<file path="config.mk">
export PLATFORM = sky130hd
export DESIGN_NAME = demux_1x4_2bit_reg
export DESIGN_NICKNAME = d
export VERILOG_FILES = /design/src/rtl/mux_pkg.sv /design/src/rtl/demux_1x4_2bit_reg_switch_debounce.sv /design/src/rtl/demux_1x4_2bit_reg.sv
export SDC_FILE = /design/constraint.sdc
export NUM_CORES = 1
export LEC_CHECK = 0
export ABC_CLOCK_PERIOD_IN_PS = 2900
export CAP_MARGIN = 20
export CORE_UTILIZATION = 40
export DETAILED_ROUTE_END_ITERATION = 16
export GPL_TIMING_DRIVEN = 0
export SYNTH_ARGS = -nofsm -noshare
export SYNTH_HDL_FRONTEND = slang
export SYNTH_SLANG_ARGS = --single-unit
</file>
<file path="constraint.sdc">
create_clock -name clk -period 2.9 [get_ports clk]
set_input_delay 0.58 -clock clk [delete_from_list [all_inputs] [get_ports clk]]
set_output_delay 0.58 -clock clk [all_outputs]
set_load 0.01 [all_outputs]
</file>
<file path="src/rtl/mux_pkg.sv">
// Constants and state encoding shared by the 4-to-1 selector and the 1-to-4 demux.
package mux_pkg;

  localparam int NUM_CH = 4;
  localparam int CH_W   = 2;
  localparam int SEL_W  = 2;

  typedef enum logic [1:0] {
    IDLE  = 2'd0,
    WRITE = 2'd1,
    HOLD  = 2'd2
  } mux_state_t;

endpackage

</file>
<file path="src/rtl/demux_1x4_2bit_reg_switch_debounce.sv">
// Two-flop synchronizer followed by a stability counter; stable only follows
// the synchronized level after DEBOUNCE_CYCLES consecutive differing samples.
module switch_debounce #(
  parameter int DEBOUNCE_CYCLES = 1000
) (
  input  logic clk,
  input  logic rst,
  input  logic sw,
  output logic stable
);

  logic        sync1;
  logic        sync2;
  logic [15:0] cnt;

  always_ff @(posedge clk) begin
    if (rst) begin
      sync1  <= 1'b0;
      sync2  <= 1'b0;
      cnt    <= '0;
      stable <= 1'b0;
    end else begin
      sync1 <= sw;
      sync2 <= sync1;
      // Any sample agreeing with the accepted level restarts the count.
      if (sync2 == stable) begin
        cnt <= '0;
      end else if (cnt == 16'(DEBOUNCE_CYCLES - 1)) begin
        stable <= sync2;
        cnt    <= '0;
      end else begin
        cnt <= cnt + 16'd1;
      end
    end
  end

endmodule

</file>
<file path="src/rtl/demux_1x4_2bit_reg.sv">
// Routes a switch-selected 2-bit value into one of four channel registers on a
// debounced write edge; channel bank, valid flags and a write ack drive LEDs.
//
// state | meaning
// IDLE  | waiting for debounced write switch to rise
// WRITE | one cycle: commit synced data into channel sel, load ack timer
// HOLD  | waiting for write switch release; no further writes
module demux_1x4_2bit_reg
  import mux_pkg::*;
#(
  parameter int DEBOUNCE_CYCLES = 1000,
  parameter int ACK_CYCLES      = 500000
) (
  input  logic                   clk,
  input  logic                   rst,
  input  logic [CH_W-1:0]        sw_data,
  input  logic [SEL_W-1:0]       sw_sel,
  input  logic                   sw_wr,
  input  logic                   sw_clr,
  output logic [NUM_CH*CH_W-1:0] led,
  output logic [NUM_CH-1:0]      led_vld,
  output logic                   led_ack
);

  localparam int ACK_W = $clog2(ACK_CYCLES + 1);

  logic [CH_W-1:0]  data_s1, data_s2;
  logic [SEL_W-1:0] sel_s1, sel_s2;
  logic             wr_stable;
  logic             clr_stable;
  mux_state_t       state;
  logic [ACK_W-1:0] ack_cnt;

  always_ff @(posedge clk) begin
    if (rst) begin
      data_s1 <= '0;
      data_s2 <= '0;
      sel_s1  <= '0;
      sel_s2  <= '0;
    end else begin
      data_s1 <= sw_data;
      data_s2 <= data_s1;
      sel_s1  <= sw_sel;
      sel_s2  <= sel_s1;
    end
  end

  switch_debounce #(.DEBOUNCE_CYCLES(DEBOUNCE_CYCLES)) u_wr_db (
    .clk    (clk),
    .rst    (rst),
    .sw     (sw_wr),
    .stable (wr_stable)
  );

  switch_debounce #(.DEBOUNCE_CYCLES(DEBOUNCE_CYCLES)) u_clr_db (
    .clk    (clk),
    .rst    (rst),
    .sw     (sw_clr),
    .stable (clr_stable)
  );

  always_ff @(posedge clk) begin
    if (rst) begin
      state   <= IDLE;
      led     <= '0;
      led_vld <= '0;
      ack_cnt <= '0;
    end else begin
      if (ack_cnt != '0) ack_cnt <= ack_cnt - ACK_W'(1);
      case (state)
        IDLE: if (wr_stable) state <= WRITE;
        WRITE: begin
          ack_cnt <= ACK_W'(ACK_CYCLES);
          state   <= HOLD;
          if (!clr_stable) begin
            led[int'(sel_s2)*CH_W +: CH_W] <= data_s2;
            led_vld[sel_s2]                <= 1'b1;
          end
        end
        HOLD: if (!wr_stable) state <= IDLE;
        default: state <= IDLE;
      endcase
      // Clear wins over a coincident write but leaves FSM and ack alone.
      if (clr_stable) begin
        led     <= '0;
        led_vld <= '0;
      end
    end
  end

  assign led_ack = (ack_cnt != '0);

endmodule
</file>
==> metrics.md <==
| Metric | Value |
|---|---|
| Share of the synthesized area in the top cell type | 44.7% |
| DRC Markers | 0 |
| Fin util | 49.1% |
| Internal power | 2.23 mW |
| Setup TNS | 0 ns |
| Clk_skew | 0.0102 ns |
| Clock latency on the worst-skew pair | 0.34 ns |
| Synthesized instance count | 393 |
| Arr. time, crit path | 2.16 ns |
| Least-Margin Pin Slew | 0.519 ns |
| Worst Setup SP | ack_cnt[0]$_SDFFE_PP0P_ |
| End of the worst register-to-register path | u_wr_db.cnt[9]$_SDFF_PP0_ |
| Syn avg cell area | 9.00 um^2 |
| I/O Buffers | 20 |
| WL final | 7190 um |
| Clock root cell | clkbuf_8 |
| Clk sinks | 79 |
| Asr flop ratio synth | 0% |
| Fin nets | 447 |
| Gr ovfl total | 0 |
| Distinct cells, synth | 50 |
| Top FF cell, synth | dfxtp_1 |
| DR WL/cell | 13.4 um |
| # IOs | 21 |
| HPWL after DPL | 4940 um |
| Area leader, netlist | dfxtp_1 |
| Period utilisation layout | 94.6% |
| Total CTS buffers | 9 |
| Vias in the first global route | 2617 |
| Crit path max fanout | 4 |
| 1st-iter DRT viols | 90 |
| First-pass detailed-route iteration total | 5 |
| Post-route minimum period | 2.74 ns |
| Most common cell in the netlist | dfxtp_1 |
| RSZ-0062 raised after global routing | no |
| # diodes | 0 |
| Power Dens Cells | 833 nW/um^2 |
| Hold Startpoint | u_wr_db.sync1$_SDFF_PP0_ |
| Non-Filler Instances | 537 |
| Setup crit end | led_ack |
| Max_slew headroom | 64.5% |
| CP Data Required Time | 2.32 ns |
| P_leak | 1.42 nW |
| DR vias | 2921 |
| Hold slack final | 0.435 ns |
| Placed Cells | 518 |
| Core region area | 8380 um^2 |
| Max H-tree Level | 3 |
| Proportion of layout cells with a drive suffix above 1 | 8.56% |
| Hold Path Class | flip-flop to flip-flop |
| Die height | 96.0 um |
| CTS tree | built |
| CP Capture Type | output port |
| Status | completed |
| Syn Nets | 413 |
| F_max | 364 MHz |
| Most frequent cells after synthesis | 79 x dfxtp_1, 48 x nor2_1, 24 x a21oi_1, 22 x nand2_1, 16 x nor3_1 |
| Gpl congestion | 0.780 |
| CP startpoint kind | flip-flop |
| Seq pwr share | 39.5% |
| Die width | 96.0 um |
| Max-cap violations | 0 |
| Num rows | 33 |
| Final setup margin | 0.156 ns |
| GRT Util Overall | 16.6% |
| Power, Total | 3.42 mW |
| Clock network power share | 26.3% |
| Placed Area | 3870 um^2 |
| CTS max path bufs | 2 |
| Sequential share of the synthesized area | 44.7% |
| Routed Antenna Nets | 0 |
| Worst R2R Setup Slack | 0.63 ns |
| Post-Layout Inst Area | 4110 um^2 |
| Max Slew Vio Count | 0 |
| CTS Hold Bufs | 0 |
| Largest net degree at the start of global routing | 15 |
| Maximum VDD drop | 0.000325 V |
| Vias per cell | 5.44 |
| Worst R2R Start | u_wr_db.cnt[3]$_SDFF_PP0_ |
| Worst-path clk slew | 0.08 ns |
| R2R cell count | 6 |
| YS warnings | 0 |
| Initial antenna violation count | 0 |
| Top cells by area, synth | dfxtp_1 45%, nor2_1 5.1%, ha_1 4.2% |
| Layout area overhead | 16.3% |
| First-pass GRT wire length | 12000 um |
| Post-Syn Area | 3540 um^2 |
| Post-synthesis register bit count | 79 |
| Crit Path Class | flip-flop to output port |
| Gate power share | 34.2% |
| Total Die Area | 9220 um^2 |
| Dpl ws | -0.182 ns |
| Setup violators final | 0 |
| P_sw | 1.20 mW |
| Final hold violation count | 0 |
| EDFF count, synth | 0 |
| Net Sw Frac | 35.0% |
| Starting Density | 42.2% |
how the worst min path moves through the flow:
| stage | to | slack, ns | cells past startpoint |
|---|---|---|---|
| after floorplan | data_s2[0]$_SDFF_PP0_ | 0.41 | 1 |
| after global placement | u_clr_db.sync2$_SDFF_PP0_ | 0.42 | 1 |
| after detailed placement | data_s2[0]$_SDFF_PP0_ | 0.42 | 1 |
| after CTS | u_wr_db.sync2$_SDFF_PP0_ | 0.44 | 1 |
| after global routing | data_s2[0]$_SDFF_PP0_ | 0.45 | 1 |
| final | u_wr_db.sync2$_SDFF_PP0_ | 0.44 | 1 |
state kept, by name, indices dropped and copies added (netlist names), 4 cells and up:
register and count:
u_wr_db.cnt 16, u_clr_db.cnt 16, led_vld 4, ack_cnt 19
led 8
timing repair:
action	4_1_cts	5_1_grt
resized for setup	3	2
endpoints found under the setup margin	1	1
endpoints found under the hold margin	0	0
buffers inserted	2	1
gates cloned	0	0
pin swaps	1	1
cell families after synthesis:
logic type | count (synthesis) | share of synthesized area, %
buffers and inverters | 26 | 3.22
AOI/OAI and AO/OA | 62 | 11.1
and+or+nand+nor | 187 | 29.8
DFF | 79 | 44.7
adders and majority gates | 12 | 4.25
muxes | 5 | 1.42
xor gates and xnor gates | 22 | 5.45
worst max-delay path, stage by stage, from the launching register on:
cell and delay [ns]:
dfxtp_1 0.34, inv_1 0.11, ha_1 0.18, or4b_4 0.50, nor4b_4 0.35, buf_6 0.15, nand2_1 0.05, clkbuf_2 0.15
layout by cell type (no fill, tap or decap), drive strengths merged, types with 4 or more instances in the layout:
cell           instances
nand2b                 7
a22oi                  8
nor2                  48
o21ai                  9
or4                   12
or3                   12
nand4                 11
o31ai                  8
clkdlybuf4s50         19
mux2i                  5
nor4b                  5
clkbuf                16
buf                   11
ha                    12
xor2                   9
nand3                 11
a21oi                 24
dfxtp                 79
a31oi                  4
inv                   13
nor3                  16
nor2b                 14
and3                   6
nand2                 22
nor4                   9
xnor2                 13
layout make-up:
| cell class | count | area (um^2) |
|---|---|---|
| buffer | 14 | 72.6 |
| clock buffer | 9 | 124 |
| clock inverter | 7 | 95.1 |
| fill | 800 | 4270 |
| inverter | 12 | 45.0 |
| multi-input combinational | 288 | 1850 |
| sequential | 79 | 1580 |
| tap | 105 | 131 |
| timing repair buffer | 23 | 218 |
routing by layer:
layer	track usage (%)	up-vias	part of all wire [%]
li1	-	1478	-
met1	22.9	1400	52
met2	26.1	33	45
met3	2.92	10	2.1
met4	5.97	0	1.5
met5	0	-	0
power by group through the flow:
stage | Sequential, mW | Combinational [mW] | Clock [mW]
after floorplan | 1.34 | 0.852 | 0
after global placement | 1.37 | 1.06 | 0
after detailed placement | 1.37 | 1.09 | 0
after CTS | 1.35 | 1.15 | 0.920
after global routing | 1.38 | 1.29 | 0.965
final | 1.35 | 1.17 | 0.900
Note: power is estimated with default switching activity, not from simulation.
